[config.mk]
export PLATFORM = sky130hd
export DESIGN_NAME = hazard_scoreboard_pipe
export DESIGN_NICKNAME = d
export VERILOG_FILES = /design/src/rtl/hazard_scoreboard_pipe.sv
export SDC_FILE = /design/constraint.sdc
export NUM_CORES = 1
export LEC_CHECK = 0
export ABC_AREA = 1
export CAP_MARGIN = 20
export CORE_MARGIN = 10
export CORE_UTILIZATION = 50
export DETAILED_ROUTE_END_ITERATION = 10
export GPL_TIMING_DRIVEN = 0
export PLACE_DENSITY_LB_ADDON = 0.05
export REMOVE_ABC_BUFFERS = 1
export SLEW_MARGIN = 20
export SYNTH_ARGS = -nofsm -noshare
export SYNTH_HDL_FRONTEND = slang
export SYNTH_SLANG_ARGS = --single-unit
export TNS_END_PERCENT = 1
[constraint.sdc]
create_clock -name clk -period 4.62 [get_ports clk]
set_input_delay 0.693 -clock clk [delete_from_list [all_inputs] [get_ports clk]]
set_output_delay 0.693 -clock clk [all_outputs]
set_load 0.01 [all_outputs]
[src/rtl/hazard_scoreboard_pipe.sv]
`default_nettype none
// ============================================================================
// Module   : hazard_scoreboard_pipe
// Purpose  : Issue/hazard unit for a pipelined core. It tracks the destination
//            register of each of DEPTH in-flight stages and holds issue on RAW
//            or WAW hazards. When an instruction is not accepted, an all-zero
//            bubble is injected instead. Entries always advance; the
//            downstream pipe never stalls.
// Ports    : clk, rst (sync, active-high)
//            issue_*       : candidate instruction, its dst and two sources
//            flush         : squash the current issue slot
//            issue_ready   : instruction accepted this cycle
//            stage_valid / stage_instr : per-entry state, entry k at slice k
//            busy          : per-register in-flight-writer flags
//            retire_valid / retire_dst : write-back entry (DEPTH-1)
//            fwd0 / fwd1   : operand served by write-back bypass
//            stall_cycles  : saturating count of stalled cycles
// Options  : HAZARD_FORWARD_EN - when defined, the write-back entry is left
//            out of RAW detection and reported on fwd0/fwd1 instead.
// Revision : 1.0 - initial release
// ============================================================================
module hazard_scoreboard_pipe #(
    parameter int INSTR_W = 32,
    parameter int REG_AW  = 5,
    parameter int DEPTH   = 3,
    parameter int CNT_W   = 32
) (
    input  logic                     clk,
    input  logic                     rst,
    input  logic                     issue_valid,
    input  logic [INSTR_W-1:0]       issue_instr,
    input  logic                     issue_dst_vld,
    input  logic [REG_AW-1:0]        issue_dst,
    input  logic                     issue_src0_vld,
    input  logic                     issue_src1_vld,
    input  logic [REG_AW-1:0]        issue_src0,
    input  logic [REG_AW-1:0]        issue_src1,
    input  logic                     flush,
    output logic                     issue_ready,
    output logic [DEPTH-1:0]         stage_valid,
    output logic [DEPTH*INSTR_W-1:0] stage_instr,
    output logic [2**REG_AW-1:0]     busy,
    output logic                     retire_valid,
    output logic [REG_AW-1:0]        retire_dst,
    output logic                     fwd0,
    output logic                     fwd1,
    output logic [CNT_W-1:0]         stall_cycles
);

    localparam int c_NREG = 2**REG_AW;

    // Entry state; index 0 is the youngest, DEPTH-1 is write-back.
    logic [DEPTH-1:0]              r_valid;
    logic [DEPTH-1:0]              r_dst_vld;
    logic [DEPTH-1:0][REG_AW-1:0]  r_dst;
    logic [DEPTH-1:0][INSTR_W-1:0] r_instr;
    logic [CNT_W-1:0]              r_stall_cnt;

    logic [c_NREG-1:0] w_busy;      // every in-flight writer (WAW + output)
    logic [c_NREG-1:0] w_busy_raw;  // writers that block a source read
    logic              w_hazard;
    logic              w_ready;
    logic              w_stall;

    always_comb begin
        w_busy     = '0;
        w_busy_raw = '0;
        for (int k = 0; k < DEPTH; k++) begin
            if (r_valid[k] && r_dst_vld[k]) begin
                w_busy[r_dst[k]] = 1'b1;
`ifdef HAZARD_FORWARD_EN
                // Write-back value reaches the reader through the bypass.
                if (k != DEPTH-1) begin
                    w_busy_raw[r_dst[k]] = 1'b1;
                end
`else
                w_busy_raw[r_dst[k]] = 1'b1;
`endif
            end
        end
    end

    // WAW always uses the full busy set so a register never has two writers.
    assign w_hazard = (issue_src0_vld & w_busy_raw[issue_src0])
                    | (issue_src1_vld & w_busy_raw[issue_src1])
                    | (issue_dst_vld  & w_busy[issue_dst]);

    // flush wins over a hazard: the slot is squashed, not stalled.
    assign w_ready = issue_valid & ~w_hazard & ~flush;
    assign w_stall = issue_valid &  w_hazard & ~flush;

    always_ff @(posedge clk) begin
        if (rst) begin
            r_valid     <= '0;
            r_dst_vld   <= '0;
            r_dst       <= '0;
            r_instr     <= '0;
            r_stall_cnt <= '0;
        end else begin
            for (int k = 1; k < DEPTH; k++) begin
                r_valid[k]   <= r_valid[k-1];
                r_dst_vld[k] <= r_dst_vld[k-1];
                r_dst[k]     <= r_dst[k-1];
                r_instr[k]   <= r_instr[k-1];
            end
            if (w_ready) begin
                r_valid[0]   <= 1'b1;
                r_dst_vld[0] <= issue_dst_vld;
                r_dst[0]     <= issue_dst;
                r_instr[0]   <= issue_instr;
            end else begin
                r_valid[0]   <= 1'b0;
                r_dst_vld[0] <= 1'b0;
                r_dst[0]     <= '0;
                r_instr[0]   <= '0;
            end
            if (w_stall && (r_stall_cnt != {CNT_W{1'b1}})) begin
                r_stall_cnt <= r_stall_cnt + CNT_W'(1);
            end
        end
    end

    assign issue_ready  = w_ready;
    assign stage_valid  = r_valid;
    assign stage_instr  = r_instr;   // packed: entry k lands at [k*INSTR_W +: INSTR_W]
    assign busy         = w_busy;
    assign retire_valid = r_valid[DEPTH-1] & r_dst_vld[DEPTH-1];
    assign retire_dst   = r_dst[DEPTH-1];
    assign stall_cycles = r_stall_cnt;

`ifdef HAZARD_FORWARD_EN
    assign fwd0 = issue_src0_vld & r_valid[DEPTH-1] & r_dst_vld[DEPTH-1]
                & (r_dst[DEPTH-1] == issue_src0);
    assign fwd1 = issue_src1_vld & r_valid[DEPTH-1] & r_dst_vld[DEPTH-1]
                & (r_dst[DEPTH-1] == issue_src1);
`else
    assign fwd0 = 1'b0;
    assign fwd1 = 1'b0;
`endif

endmodule
`default_nettype wire

# Word level (Yosys, flattened, before mapping)
# Cells that the tools add are included.
# Widths: inputs -> output; s select.
[classes] add_sub_neg=1 mul=0 div_mod_pow=0 order_cmp=9 n_eq_ne=1 shift=0 mux=16 n_bitwise=15 reduce_logical=8
[ops] op="$mux 32" n=3
[ops] op="$or 32x32->32" n=2
[ops] op="$lt 5x6->1 const B" n=6
[ops] op="$add 32x1->32 const B" n=1
[ops] op="$ne 32x32->1 const B" n=1
[ops] op="$bmux 1 s5" n=3
[ops] op="$demux 1 s5" n=3
[ops] op="$ge 5x1->1 const B" n=3
[ops] op="$and 1x1->1" n=8
[ops] op="$logic_and 1x1->1" n=7
[ops] op="$mux 1" n=7
[ops] op="$not 1->1" n=3
[ops] op="$or 1x1->1" n=2
[ops] op="$reduce_or 2->1" n=1
[totals] reg_bits=149 latchBits=0 ram_bits=0 romBits=0 in_bits=54 out_inout_bits=172 wordCells=60 memories=0

# Longest topological paths before layout
# Gate-level depths: netlist of run 1.
[depth] ltp_word=19 ltp_mapped=18 ltp_nobuf=17

# Worst setup path before layout of run 1
# No wires, ideal clock.
[synth_path] kind="input -> output" from="input port issue_src1[0]" to="output port issue_ready" arrival_time_ns=1.883 t_required_ns=3.927 setup_slack_ns=2.044 cell_stages=12 path_buffers=2 cell_sequence="buf_2 inv_1 clkbuf_1 nand2_1 nand3_1 nand3_1 nand3_1 nand2_1 nand2_1 nand3_2 nand3_4 nor2_4"
[synth_via] elab_chain_len=8
[synth_rtl] element="from (decl)" line="37" source="input logic [REG_AW-1:0] issue_src1,"
[synth_rtl] element="$bmux 1 s5" line="85" source="| (issue_src1_vld & w_busy_raw[issue_src1])"
[synth_rtl] element="$mux 1 (implied by the code)" line="85"
[synth_rtl] element="$and 1x1->1" line="85"
[synth_rtl] element="$or 1x1->1" line="85"
[synth_rtl] element="$or 1x1->1" line="86" source="| (issue_dst_vld & w_busy[issue_dst]);"
[synth_rtl] element="$not 1->1" line="89" source="assign w_ready = issue_valid & ~w_hazard & ~flush;"
[synth_rtl] element="$and 1x1->1 (2 in series)" line="89"
[synth_rtl] element="to (decl)" line="39" source="output logic issue_ready,"
# Every way passes these cells. The select of a mux whose other input is x is not followed.

# Worst setup path after layout of run 1
[layout_path] from="input port issue_dst[0]" to="output port issue_ready"
[layout_via] elab_chain_len=7
[layout_rtl] element="from (decl)" line="33" source="input logic [REG_AW-1:0] issue_dst,"
[layout_rtl] element="$bmux 1 s5" line="86"
[layout_rtl] element="$mux 1 (implied by the code)" line="86"
[layout_rtl] element="$and 1x1->1" line="86"
[layout_rtl] element="$or 1x1->1" line="86"
[layout_rtl] element="$not 1->1" line="89"
[layout_rtl] element="$and 1x1->1 (2 in series)" line="89"
# Every way passes these cells. The select of a mux whose other input is x is not followed.

==> flow_summary.rst, run 1 <==
.. list-table::
   :header-rows: 1

   * - Metric
     - Value
   * - Multi-input gate area
     - 3480 um^2
   * - Signed area change from the synthesized netlist to the final layout
     - 39.8%
   * - DRC violation count after routing
     - 0
   * - Class of the worst hold path
     - register to register
   * - Maximum clock rate
     - approximately 0.24 GHz
   * - Worst clock skew
     - ~0.017 ns
   * - FILL cells
     - 1,155
   * - Non-filler cells in the finished layout
     - 1,477
   * - Switch share
     - 0.243
   * - Total via count after detailed routing
     - roughly 7,500
   * - H-tree level count
     - 4
   * - Io pins
     - 226
   * - End of the critical path
     - issue_ready
   * - Core area
     - 14,000 um^2
   * - Worst IR Drop VDD
     - 299 uV
   * - Worst setup path class
     - input port to output port
   * - Wire length the detailed router placed on met1
     - 8530 um
   * - Via count of the first global-routing pass
     - 7,114
   * - DRT iter0 DRCs
     - 514
   * - Design internal power
     - 0.00221 W
   * - Routed length on met3
     - 2270 um
   * - Vias per cell
     - 5.08
   * - Std cell rows
     - 43
   * - Clock latency at the later pin of the worst-skew pair
     - 0.42 ns
   * - Final RePlAce weighted congestion
     - around 0.95
   * - Total half-perimeter wirelength after legalization and detailed placement
     - 17,400 um
   * - Final-report max-slew violation count
     - 0
   * - Worst-case reg-to-reg path depth
     - 16
   * - Total leakage power
     - 4.14 nW
   * - Setup violators final
     - 0
   * - Worst path required time
     - 3.93 ns
   * - Number of sinks driven by the clock tree
     - about 150
   * - Number of warnings reported in the yosys synthesis log
     - 0
   * - Clock network fraction of total power
     - 0.477
   * - RSZ-0062 raised after global routing
     - false
   * - Count of inserted antenna diode cells
     - 0
   * - Maximum number of pins on one net before global-route repair
     - 69
   * - Synthesized instance count
     - 1,083
   * - Total die area
     - slightly below 20,000 um^2
   * - Number of distinct library cells after synthesis
     - 31
   * - CTS tree
     - done
   * - Met2 wire length
     - 11,900 um
   * - Summed negative setup slack over all endpoints
     - 0 ns
   * - Quantity of hold-fixing buffers added after cts
     - 0
   * - Number of storage elements in the synthesis netlist
     - 149
   * - Startpoint Class
     - input port
   * - Cell area after synthesis
     - 7260 um^2
   * - Main area contributors after synthesis
     - sky130_fd_sc_hd__dfxtp_1 (41%), sky130_fd_sc_hd__nand2_1 (15%), sky130_fd_sc_hd__nand3_1 (8.7%), sky130_fd_sc_hd__nor2_1 (8.0%), sky130_fd_sc_hd__inv_1 (7.5%)
   * - Mean instance size in the synthesized netlist
     - between 6 and 7 um^2
   * - Area taken by flip-flops and latches
     - 2980 um^2
   * - Data arrival time of the worst path
     - 3.42 ns
   * - Layout Nets
     - approximately 1,300
   * - Worst slew margin relative to its limit
     - 0.298
   * - Total of buffers placed on input and output ports
     - 223
   * - CP Launch Point
     - issue_dst[0]
   * - Maximum fanout count along the critical path
     - 34
   * - Tightest Pin Transition
     - 1.05 ns
   * - Part of the total power dissipated in combinational logic
     - 0.074
   * - Final Routed Wirelength
     - 23,200 um
   * - Total global-route track usage
     - 0.224
   * - Die Width
     - 141 um
   * - Cell area power density
     - 287 nW/um^2
   * - Register-to-register path setup slack
     - 1.17 ns
   * - Final cycle utilization of the critical path
     - 0.890
   * - Global-route congestion overflow total
     - 0
   * - WL/cell
     - 15.7 um
   * - Antenna viol nets, final
     - 0
   * - Initial core utilization
     - 0.517
   * - Hold Fails Final Rpt
     - 0
   * - Reg2reg start
     - retire_dst[1]
   * - Number of max-capacitance violations reported
     - 0
   * - Clock transition time at the flip-flop clock pins of the worst setup and hold paths
     - 0.07 ns
   * - Fraction of final layout cells sized beyond drive strength 1
     - 0.0817
   * - Longest Clk Path Bufs
     - 2
   * - Final critical delay including setup and external delays
     - just over 4 ns
   * - Root buf cell
     - sky130_fd_sc_hd__clkbuf_16
   * - Floorplan die height
     - around 140 um
   * - TritonCTS buffer count
     - 17
   * - CP endpoint kind
     - output port
   * - Top cell type by total area after synthesis
     - sky130_fd_sc_hd__dfxtp_1
   * - Number of instances in the placed design
     - 1,445
   * - Sequential group share of total power
     - 0.449
   * - Capture instance of the worst register-to-register path
     - stall_cycles[1]
   * - Portion of synthesized cell area occupied by the leading cell type
     - 0.411
   * - Status
     - finished clean
   * - Highest layer used for signal routing
     - met4
   * - Worst Hold Margin
     - 0.414 ns
   * - First-pass detailed-route iteration total
     - 5
   * - Total net switching power
     - 0.000708 W
   * - Global-route wire length before repair
     - between 30,000 and 40,000 um
   * - Initial antenna violation count
     - 0
   * - Share of synthesized area occupied by flip-flops and latches
     - 0.411
-- per-layer routing --
metal,up-vias,track usage
met2,317,0.406
met3,32,0.0828
li1,3722,-
met4,0,0.0658
met5,-,0
met1,3430,0.236
-- power groups by stage --
stage | clock network, W | registers, W | logic, W
4_1_cts | 0.00141 | 0.00131 | 0.000216
6_report | 0.00139 | 0.00131 | 0.000215
5_1_grt | 0.00146 | 0.00131 | 0.000236
2_1_floorplan | 0 | 0.00134 | 0.0000807
3_3_place_gp | 0 | 0.00134 | 0.000207
3_5_place_dp | 0 | 0.00134 | 0.000214
-- worst max-delay path: stages --
cell                              delay, ns
sky130_fd_sc_hd__dlymetal6s2s_1        0.48
sky130_fd_sc_hd__clkinv_2              0.39
sky130_fd_sc_hd__nand2_1               0.16
sky130_fd_sc_hd__nand3_1               0.09
sky130_fd_sc_hd__nand3_1               0.10
sky130_fd_sc_hd__nand3_1               0.10
sky130_fd_sc_hd__nand2_1               0.08
sky130_fd_sc_hd__nand2_1               0.06
sky130_fd_sc_hd__nand3_2               0.09
sky130_fd_sc_hd__nand3_4               0.34
sky130_fd_sc_hd__nor2_4                0.25
sky130_fd_sc_hd__clkdlybuf4s50_1       0.57
-- registers in the layout, indices dropped and copies added (netlist names) --
name / cells
stall_cycles: 32
stage_valid: 3
r_dst: 10
retire_dst: 5
stage_instr: 96
r_dst_vld: 3
-- metrics by stage --
stage	area [um^2]	worst slack (ns)	util	power [W]
after detailed placement	9550	-0.0650	0.680	0.00155
after global placement	9500	-1.22	0.676	0.00154
after CTS	10100	0.156	0.723	0.00294
after floorplan	7040	1.05	-	0.00142
final	10200	0.507	0.723	0.00291
after global routing	10200	0.210	0.723	0.00301
-- layout make-up --
type / instances / area share
clock buffer: 18 / 0.0423
multi-input combinational: 733 / 0.343
sequential: 149 / 0.294
inverter: 158 / 0.0585
clock inverter: 14 / 0.0161
tap: 180 / 0.0222
timing repair buffer: 225 / 0.224
-- synthesized netlist by cell type (all sizes together) --
cell and instances:
nor4 6, clkinv 2, nand3 156, conb 1
inv 156, a21oi 30, and3 1, nand4 7
nand3b 1, dfxtp 149, nor3b 1, ha 1
nor2 178, clkbuf 18, xor2 28, a41oi 1
nor3 18, buf 26, xnor2 2, nand2 301
-- logic make-up after synthesis --
| kind of cell | count (synthesis) | synth area share |
|---|---|---|
| AO/OA/AOI/OAI | 31 | 0.0219 |
| XOR/XNOR | 30 | 0.0362 |
| adder cells (fa/ha/maj) | 1 | 0.00172 |
| buffers and inverters | 202 | 0.113 |
| flip-flops | 149 | 0.411 |
| other | 1 | 0.000516 |
| AND/OR/NAND/NOR | 669 | 0.416 |
-- cell usage in the layout (no fill, tap or decap), types with 2 or more instances in the layout --
cell / n
sky130_fd_sc_hd__bufinv_16: 2
sky130_fd_sc_hd__nand4_1: 7
sky130_fd_sc_hd__clkbuf_16: 17
sky130_fd_sc_hd__nor2_1: 155
sky130_fd_sc_hd__dlymetal6s2s_1: 3
sky130_fd_sc_hd__clkinvlp_4: 3
sky130_fd_sc_hd__nor4_1: 5
sky130_fd_sc_hd__conb_1: 2
sky130_fd_sc_hd__inv_1: 146
sky130_fd_sc_hd__nand3_2: 29
sky130_fd_sc_hd__xnor2_1: 2
sky130_fd_sc_hd__a21oi_1: 30
sky130_fd_sc_hd__nand2_2: 3
sky130_fd_sc_hd__inv_6: 7
sky130_fd_sc_hd__inv_2: 10
sky130_fd_sc_hd__xor2_1: 28
sky130_fd_sc_hd__nor2_2: 22
sky130_fd_sc_hd__nor3_1: 15
sky130_fd_sc_hd__nand3_1: 126
sky130_fd_sc_hd__dfxtp_1: 149
sky130_fd_sc_hd__nor3_2: 3
sky130_fd_sc_hd__clkdlybuf4s50_1: 219
sky130_fd_sc_hd__nand2_1: 298
-- worst min path at each step --
stage | start | end | slack (ns) | depth (start not counted)
6_report | stage_instr[12] | stage_instr[44] | 0.41 | 2
5_1_grt | stage_instr[25] | stage_instr[57] | 0.43 | 2
4_1_cts | stage_instr[12] | stage_instr[44] | 0.42 | 2
3_5_place_dp | stage_instr[19] | stage_instr[51] | 0.41 | 2
3_3_place_gp | stage_instr[51] | stage_instr[83] | 0.40 | 2
2_1_floorplan | r_dst_vld[0] | r_dst_vld[1] | 0.42 | 2
-- timing repair --
action / in CTS / in global routing
resized for setup: 1 / 3
setup buffers: 0 / 0
endpoints found under the setup margin: 1 / 1
Power figures use the tool's default switching activity.
==> run 2, diff against run 1 <==
ABC_AREA = unset   (was 1)
CORE_MARGIN = unset   (was 10)
CORE_UTILIZATION = 35   (was 50)
==> flow_summary.rst, run 2 <==
.. list-table::
   :header-rows: 1

   * - Metric
     - Value
   * - Status
     - finished clean (unchanged)
   * - Core area
     - 18,800 um^2 (was 14,000 um^2)
   * - Pre-CTS setup slack
     - -2.04 ns (was -0.0650 ns)
   * - Signed area change from the synthesized netlist to the final layout
     - 48.5% (was 39.8%)
   * - Fraction of final layout cells sized beyond drive strength 1
     - 0.122 (was 0.0817)
   * - Share of synthesized flip-flops with an asynchronous set or reset
     - 0 (unchanged)
   * - Maximum fanout count along the critical path
     - 9 (was 34)
   * - CTS tree
     - done (unchanged)
   * - Number of sinks driven by the clock tree
     - 149 (unchanged)
   * - Maximum number of pins on one net before global-route repair
     - 76 (was 69)
   * - Largest register FFs
     - 96 (unchanged)
   * - Worst IR Drop VDD
     - 265 uV (was 299 uV)
   * - Total half-perimeter wirelength after legalization and detailed placement
     - 16,100 um (was 17,400 um)
   * - Count of inserted antenna diode cells
     - 0 (unchanged)
   * - Total die area
     - 19,900 um^2 (was 19,700 um^2)
   * - Clock transition time at the flip-flop clock pins of the worst setup and hold paths
     - 0.07 ns (about the same)
   * - WL/cell
     - 19.4 um (was 15.7 um)
   * - H-tree level count
     - 4 (unchanged)
   * - Worst setup path class
     - register to output port (was input port to output port)
   * - TritonCTS buffer count
     - 17 (unchanged)
   * - Initial core utilization
     - 0.359 (was 0.517)
   * - Buffers and inverters on the worst path
     - 1 (was 3)
   * - Data arrival time of the worst path
     - 3.83 ns (was 3.42 ns)
   * - Die Width
     - 141 um (about the same)
   * - Top cell type by total area after synthesis
     - sky130_fd_sc_hd__dfxtp_1 (unchanged)
   * - Main area contributors after synthesis
     - sky130_fd_sc_hd__dfxtp_1 (44%), sky130_fd_sc_hd__nor2b_1 (8.2%), sky130_fd_sc_hd__and3_1 (3.8%), sky130_fd_sc_hd__nor2_1 (3.6%), sky130_fd_sc_hd__o22ai_1 (3.4%) (was sky130_fd_sc_hd__dfxtp_1 (41%), sky130_fd_sc_hd__nand2_1 (15%), sky130_fd_sc_hd__nand3_1 (8.7%), sky130_fd_sc_hd__nor2_1 (8.0%), sky130_fd_sc_hd__inv_1 (7.5%))
   * - Portion of synthesized cell area occupied by the leading cell type
     - 0.441 (was 0.411)
   * - Total of buffers placed on input and output ports
     - 223 (unchanged)
   * - Global-route congestion overflow total
     - 0 (unchanged)
   * - Most frequently used cell type in the post-synthesis netlist
     - sky130_fd_sc_hd__dfxtp_1 (was sky130_fd_sc_hd__nand2_1)
   * - Global-route wire length before repair
     - 37,000 um (was 36,300 um)
   * - Final RePlAce weighted congestion
     - 0.954 (was 0.950)
   * - Total via count after detailed routing
     - 6,892 (was 7,501)
   * - Via count of the first global-routing pass
     - 6,702 (was 7,114)
   * - Number of instances in the placed design
     - 1,195 (was 1,445)
   * - Worst Hold Margin
     - 0.459 ns (was 0.414 ns)
   * - Startpoint Class
     - register (was input port)
   * - CP Launch Point
     - r_dst[4] (was issue_dst[0])
   * - CP endpoint kind
     - output port (unchanged)
   * - First-pass detailed-route iteration total
     - 6 (was 5)
   * - Vias per cell
     - 5.48 (was 5.08)
   * - Final critical delay including setup and external delays
     - 4.52 ns (was 4.11 ns)
   * - Mean instance size in the synthesized netlist
     - 8.86 um^2 (was 6.71 um^2)
   * - Share of synthesized area occupied by flip-flops and latches
     - 0.441 (was 0.411)
   * - Worst-case reg-to-reg path depth
     - 12 (was 16)
   * - Setup violators final
     - 0 (unchanged)
   * - Clock latency at the later pin of the worst-skew pair
     - 0.42 ns (about the same)
   * - Number of storage elements in the synthesis netlist
     - 149 (unchanged)
   * - Worst path required time
     - 3.93 ns (about the same)
   * - DRC violation count after routing
     - 0 (unchanged)
   * - Cell area after synthesis
     - 6760 um^2 (was 7260 um^2)
   * - Longest Clk Path Bufs
     - 2 (unchanged)
   * - Number of distinct library cells after synthesis
     - 60 (was 31)
   * - Top flip-flop cell by instance count after synthesis
     - sky130_fd_sc_hd__dfxtp_1 (unchanged)
   * - Std cell rows
     - 50 (was 43)
   * - Capture instance of the worst register-to-register path
     - stall_cycles[22] (was stall_cycles[1])
   * - Class of the worst hold path
     - register to register (unchanged)
   * - Final cycle utilization of the critical path
     - 0.978 (was 0.890)
   * - Layout Nets
     - 1,039 (was 1,339)
   * - Root buf cell
     - sky130_fd_sc_hd__clkbuf_16 (unchanged)
   * - Hold Fails Final Rpt
     - 0 (unchanged)
   * - Library cell contributing the largest single delay on the critical path
     - sky130_fd_sc_hd__o21ai_1 (was sky130_fd_sc_hd__clkdlybuf4s50_1)
   * - Summed negative setup slack over all endpoints
     - 0 ns (unchanged)
   * - Antenna viol nets, final
     - 0 (unchanged)
   * - Initial antenna violation count
     - 0 (unchanged)
   * - Maximum clock rate
     - 0.221 GHz (was 0.243 GHz)
   * - Most common cell after layout, fill and taps aside
     - sky130_fd_sc_hd__clkdlybuf4s50_1 (was sky130_fd_sc_hd__nand2_1)
   * - Most frequent cells after synthesis
     - sky130_fd_sc_hd__dfxtp_1 (149), sky130_fd_sc_hd__nor2b_1 (89), sky130_fd_sc_hd__nor2_1 (64) (was sky130_fd_sc_hd__nand2_1 (298), sky130_fd_sc_hd__nor2_1 (155), sky130_fd_sc_hd__dfxtp_1 (149))
   * - Cell area power density
     - 294 nW/um^2 (was 287 nW/um^2)
   * - Reg2reg start
     - r_dst[4] (was retire_dst[1])
   * - Floorplan die height
     - 141 um (about the same)
   * - Stage delay of the slowest cell on the critical path
     - 0.59 ns (was 0.57 ns)
   * - DRT iter0 DRCs
     - 472 (was 514)
   * - Final Routed Wirelength
     - 24,400 um (was 23,200 um)
   * - Register-to-register path setup slack
     - 0.71 ns (was 1.17 ns)
   * - Final-report max-slew violation count
     - 0 (unchanged)
   * - Io pins
     - 226 (unchanged)
   * - Tightest Pin Transition
     - 0.999 ns (was 1.05 ns)
   * - Post-layout worst setup margin
     - 0.101 ns (was 0.507 ns)
   * - Number of warnings reported in the yosys synthesis log
     - 0 (unchanged)
   * - Total global-route track usage
     - 0.243 (was 0.224)
   * - Cells along the critical path
     - or3b_1 -> o22ai_1 -> or2_2 -> mux4_2 -> o21ai_1 -> o41a_4 -> and2b_4 -> clkdlybuf4s50_1 (was dlymetal6s2s_1 -> clkinv_2 -> nand2_1 -> nand3_1 -> nand3_1 -> nand3_1 -> nand2_1 -> nand2_1 -> nand3_2 -> nand3_4 -> nor2_4 -> clkdlybuf4s50_1)
   * - Commonest cells after routing, fill and taps aside
     - sky130_fd_sc_hd__clkdlybuf4s50_1 (218), sky130_fd_sc_hd__dfxtp_1 (144), sky130_fd_sc_hd__nor2b_1 (89) (was sky130_fd_sc_hd__nand2_1 (298), sky130_fd_sc_hd__clkdlybuf4s50_1 (219), sky130_fd_sc_hd__nor2_1 (155))
   * - Synthesized instance count
     - 763 (was 1,083)
   * - Worst slew margin relative to its limit
     - 0.334 (was 0.298)
   * - Number of max-capacitance violations reported
     - 0 (unchanged)
   * - Total number of cells along the worst setup path
     - 8 (was 12)
   * - Top Family by Delay on Critical Path
     - compound AO/OA/AOI/OAI gates (was buffers and inverters)
   * - Non-filler cells in the finished layout
     - 1,257 (was 1,477)
   * - Quantity of hold-fixing buffers added after cts
     - 0 (unchanged)
   * - End of the critical path
     - issue_ready (unchanged)
   * - EDFF count, synth
     - 0 (unchanged)
   * - Worst clock skew
     - 0.0160 ns (was 0.0171 ns)
   * - Total leakage power
     - 3.74 nW (was 4.14 nW)
run 2: cell families (layout without fill, tap and decap cells):
| logic type | count (synthesis) | count (layout) | share of synthesized area |
|---|---|---|---|
| adder cells (fa/ha/maj) | 1 | 1 | 0.00185 |
| flip-flops | 149 | 149 | 0.441 |
| AND/OR/NAND/NOR | 366 | 367 | 0.313 |
| buffers and inverters | 77 | 307 | 0.0511 |
| other | 1 | 2 | 0.000555 |
| AO/OA/AOI/OAI | 153 | 155 | 0.157 |
| multiplexers | 16 | 16 | 0.0350 |
run 2: how the worst min path moves through the flow:
stage | startpoint | end | slack, ns | cells past startpoint
after floorplan | r_dst[1] | r_dst[6] | 0.47 | 1
after global placement | stage_instr[55] | stage_instr[87] | 0.44 | 1
after detailed placement | stage_instr[0] | stage_instr[32] | 0.45 | 1
after CTS | stage_instr[24] | stage_instr[56] | 0.46 | 1
after global routing | stage_instr[12] | stage_instr[44] | 0.47 | 1
final | stage_instr[24] | stage_instr[56] | 0.46 | 1
run 2: where the power goes:
part	internal, W	leakage, nW	switching, W
combinational	0.000116	2.24	0.000147
clock	0.000733	0.289	0.000635
sequential	0.00130	1.21	0.0000145
run 2: layer usage:
layer  wire [um]  vias to the layer above  global-route usage
li1            -                     3231                   -
met1        9820                     3258               0.282
met2       11900                      344               0.418
met3        2030                       59              0.0747
met4         616                        0              0.0915
met5           0                        -                   0
run 2: stage by stage:
step | cell area [um^2] | total power [W] | utilization
6_report | 10000 | 0.00295 | 0.533
3_5_place_dp | 9080 | 0.00158 | 0.482
5_1_grt | 10000 | 0.00307 | 0.533
2_1_floorplan | 6510 | 0.00143 | -
4_1_cts | 9990 | 0.00298 | 0.531
3_3_place_gp | 9060 | 0.00158 | 0.481
run 2: what timing repair did:
| action | 4_1_cts | 5_1_grt |
|---|---|---|
| setup endpoints to repair | 36 | 1 |
| gates resized for setup | 24 | 7 |
| setup buffers | 23 | 4 |
| pin swaps | 6 | 2 |
| cloned | 3 | 0 |
run 2: worst register-to-register path, cell delays in order (launching register included):
cell                        delay (ns)
sky130_fd_sc_hd__dfxtp_1          0.54
sky130_fd_sc_hd__or3b_1           0.46
sky130_fd_sc_hd__o22ai_1          0.30
sky130_fd_sc_hd__nor3_1           0.09
sky130_fd_sc_hd__a2111oi_2        0.37
sky130_fd_sc_hd__nor4b_1          0.11
sky130_fd_sc_hd__o32ai_1          0.51
sky130_fd_sc_hd__a311oi_2         0.10
sky130_fd_sc_hd__buf_4            0.17
sky130_fd_sc_hd__buf_4            0.15
sky130_fd_sc_hd__o41a_2           0.30
sky130_fd_sc_hd__or4_1            0.57
sky130_fd_sc_hd__a21oi_1          0.17
run 2: cell type report:
cell class | count | area [um^2]
fillers | 1750 | 8790
multi-input cells | 541 | 3560
flip-flops and latches | 149 | 2990
repair buffers | 251 | 2460
clock buffers | 17 | 425
well taps | 260 | 325
clock inverters | 15 | 181
inverters | 24 | 91.3
==> run 3, diff against run 2 <==
MAX_ROUTING_LAYER = met4   (was unset)
==> flow_summary.rst, run 3 (synthesis results as in run 2) <==
.. list-table::
   :header-rows: 1

   * - Metric
     - Value
   * - Total leakage power
     - 3.71 nW (was 3.74 nW)
   * - TritonCTS buffer count
     - 17 (unchanged)
   * - Count of inserted antenna diode cells
     - 0 (unchanged)
   * - Worst clock skew
     - 0.0186 ns (was 0.0160 ns)
   * - Number of max-capacitance violations reported
     - 0 (unchanged)
   * - Total via count after detailed routing
     - 6,940 (was 6,892)
   * - Std cell rows
     - 50 (unchanged)
   * - Initial antenna violation count
     - 0 (unchanged)
   * - Layout Nets
     - 1,035 (was 1,039)
   * - Global-route congestion overflow total
     - 0 (unchanged)
   * - Final RePlAce weighted congestion
     - 0.957 (was 0.954)
   * - Final total power
     - 0.00296 W (was 0.00295 W)
   * - Final-report max-slew violation count
     - 0 (unchanged)
   * - Cell area power density
     - 295 nW/um^2 (was 294 nW/um^2)
   * - Maximum clock rate
     - 0.222 GHz (was 0.221 GHz)
   * - Design internal power
     - 0.00215 W (about the same)
   * - Core utilization of the finished layout
     - 0.532 (was 0.533)
   * - Cells along the critical path
     - clkdlybuf4s15_2 -> o21ai_0 -> o21ai_0 -> o22ai_1 -> o31ai_2 -> nand4_1 -> a311oi_2 -> o41a_4 -> and2b_4 -> clkdlybuf4s50_1 (was or3b_1 -> o22ai_1 -> or2_2 -> mux4_2 -> o21ai_1 -> o41a_4 -> and2b_4 -> clkdlybuf4s50_1)
   * - Part of the total power dissipated in combinational logic
     - 0.089 (about the same)
   * - Final cycle utilization of the critical path
     - 0.976 (was 0.978)
   * - Sequential group share of total power
     - 0.445 (was 0.447)
   * - Switch share
     - 0.273 (was 0.270)
   * - Total of buffers placed on input and output ports
     - 223 (unchanged)
   * - DRT iter0 DRCs
     - 528 (was 472)
   * - Most common cell on crit path
     - sky130_fd_sc_hd__o21ai_0
   * - Stage delay of the slowest cell on the critical path
     - 0.59 ns (about the same)
   * - Initial core utilization
     - 0.359 (unchanged)
   * - Global-route wire length before repair
     - 35,900 um (was 37,000 um)
   * - Longest Clk Path Bufs
     - 2 (unchanged)
   * - Number of sinks driven by the clock tree
     - 149 (unchanged)
   * - Worst slew margin relative to its limit
     - 0.338 (was 0.334)
   * - WL/cell
     - 19.1 um (was 19.4 um)
   * - Io pins
     - 226 (unchanged)
   * - Vias per cell
     - 5.54 (was 5.48)
   * - Worst-case reg-to-reg path depth
     - 12 (unchanged)
   * - H-tree level count
     - 4 (unchanged)
   * - Hold Fails Final Rpt
     - 0 (unchanged)
   * - Total die area
     - 19,900 um^2 (unchanged)
   * - Worst path required time
     - 3.93 ns (about the same)
   * - Clock transition time at the flip-flop clock pins of the worst setup and hold paths
     - 0.07 ns (about the same)
   * - Die Width
     - 141 um (unchanged)
   * - Clock network fraction of total power
     - 0.466 (was 0.464)
   * - Largest register FFs
     - 96 (unchanged)
   * - Floorplan die height
     - 141 um (unchanged)
   * - Status
     - finished clean (unchanged)
   * - Post-Layout Inst Area
     - 10,000 um^2 (about the same)
   * - Hold depth
     - 1 (unchanged)
   * - Signed area change from the synthesized netlist to the final layout
     - 48.4% (was 48.5%)
   * - FILL cells
     - 1,721 (was 1,750)
   * - Worst IR Drop VDD
     - 233 uV (was 265 uV)
   * - Tightest Pin Transition
     - 0.992 ns (was 0.999 ns)
   * - First-pass detailed-route iteration total
     - 5 (was 6)
   * - Setup violators final
     - 0 (unchanged)
   * - Final critical delay including setup and external delays
     - 4.51 ns (was 4.52 ns)
   * - Class of the worst hold path
     - register to register (unchanged)
   * - Fraction of final layout cells sized beyond drive strength 1
     - 0.125 (was 0.122)
   * - Startpoint Class
     - input port (was register)
   * - Clock latency at the later pin of the worst-skew pair
     - 0.43 ns (was 0.42 ns)
   * - Total net switching power
     - 0.000807 W (was 0.000796 W)
   * - DRC violation count after routing
     - 0 (unchanged)
   * - Commonest cells after routing, fill and taps aside
     - sky130_fd_sc_hd__clkdlybuf4s50_1 (218), sky130_fd_sc_hd__dfxtp_1 (145), sky130_fd_sc_hd__nor2b_1 (89) (was sky130_fd_sc_hd__clkdlybuf4s50_1 (218), sky130_fd_sc_hd__dfxtp_1 (144), sky130_fd_sc_hd__nor2b_1 (89))
   * - Most common cell after layout, fill and taps aside
     - sky130_fd_sc_hd__clkdlybuf4s50_1 (unchanged)
   * - Worst setup path class
     - input port to output port (was register to output port)
   * - Final Routed Wirelength
     - 24,000 um (was 24,400 um)
   * - Total global-route track usage
     - 0.245 (was 0.243)
   * - Data arrival time of the worst path
     - 3.81 ns (was 3.83 ns)
   * - Library cell contributing the largest single delay on the critical path
     - sky130_fd_sc_hd__clkdlybuf4s15_2 (was sky130_fd_sc_hd__o21ai_1)
   * - Antenna viol nets, final
     - 0 (unchanged)
   * - Via count of the first global-routing pass
     - 6,430 (was 6,702)
   * - Maximum fanout count along the critical path
     - 27 (was 9)
   * - Summed negative setup slack over all endpoints
     - 0 ns (unchanged)
   * - Root buf cell
     - sky130_fd_sc_hd__clkbuf_16 (unchanged)
   * - CP endpoint kind
     - output port (unchanged)
   * - Post-detailed-placement cell area
     - 9080 um^2 (unchanged)
   * - CTS tree
     - done (unchanged)
   * - Total half-perimeter wirelength after legalization and detailed placement
     - 15,900 um (was 16,100 um)
   * - Maximum number of pins on one net before global-route repair
     - 77 (was 76)
   * - Worst Hold Margin
     - 0.460 ns (was 0.459 ns)
   * - Core area
     - 18,800 um^2 (unchanged)
[run 3: layer usage]
layer	up-vias	global-route usage	wire, um
li1	3239	-	-
met1	3279	0.291	9810
met2	368	0.396	11600
met3	54	0.0696	2110
met4	0	0.0887	495
met5	-	-	0
[run 3: path summary, 6_finish.rpt]
check,from,to,slack (ns)
setup / recovery,issue_dst[0],issue_ready,0.11
hold / removal,stage_instr[41],stage_instr[73],0.46
setup reg to reg,r_dst[0],stage_instr[7],0.85
hold reg to reg,stage_instr[41],stage_instr[73],0.46
[run 3: layout make-up]
type / count / area [um^2] / area share
Multi-Input combinational cell: 541 / 3590 / 0.358
Timing Repair Buffer: 247 / 2420 / 0.241
Inverter: 24 / 91.3 / 0.00911
Sequential cell: 149 / 2990 / 0.298
Tap cell: 260 / 325 / 0.0324
Clock inverter: 15 / 186 / 0.0186
Clock buffer: 17 / 425 / 0.0424
[run 3: power by group through the flow]
stage,Clock [W],Sequential [W],Combinational [W]
after CTS,0.00142,0.00132,0.000258
after floorplan,0,0.00135,0.0000788
after detailed placement,0,0.00134,0.000233
after global placement,0,0.00134,0.000232
after global routing,0.00147,0.00132,0.000279
final,0.00138,0.00132,0.000264
[run 3: through the flow]
| step | std cells | setup slack (ns) |
|---|---|---|
| floorplan | 711 | 0.676 |
| global placement | 1194 | -2.35 |
| detailed placement | 1195 | -2.17 |
| CTS | 1246 | 0.0669 |
| global route | 1253 | -0.00198 |
| finish | 1253 | 0.113 |
[run 3: what timing repair did]
| item | CTS | global route |
|---|---|---|
| setup endpoints to repair | 36 | 1 |
| pin swaps | 5 | 4 |
| gates cloned | 3 | 0 |
| hold buffers | 0 | 0 |
| buffers inserted | 16 | 7 |
| gates resized for setup | 25 | 13 |
[run 3: critical path: cells and delay by family]
kind | cells | cell delay (ns)
buffers and inverters | 2 | 1.13
AO/OA/AOI/OAI | 6 | 1.58
AND/OR/NAND/NOR | 2 | 0.39
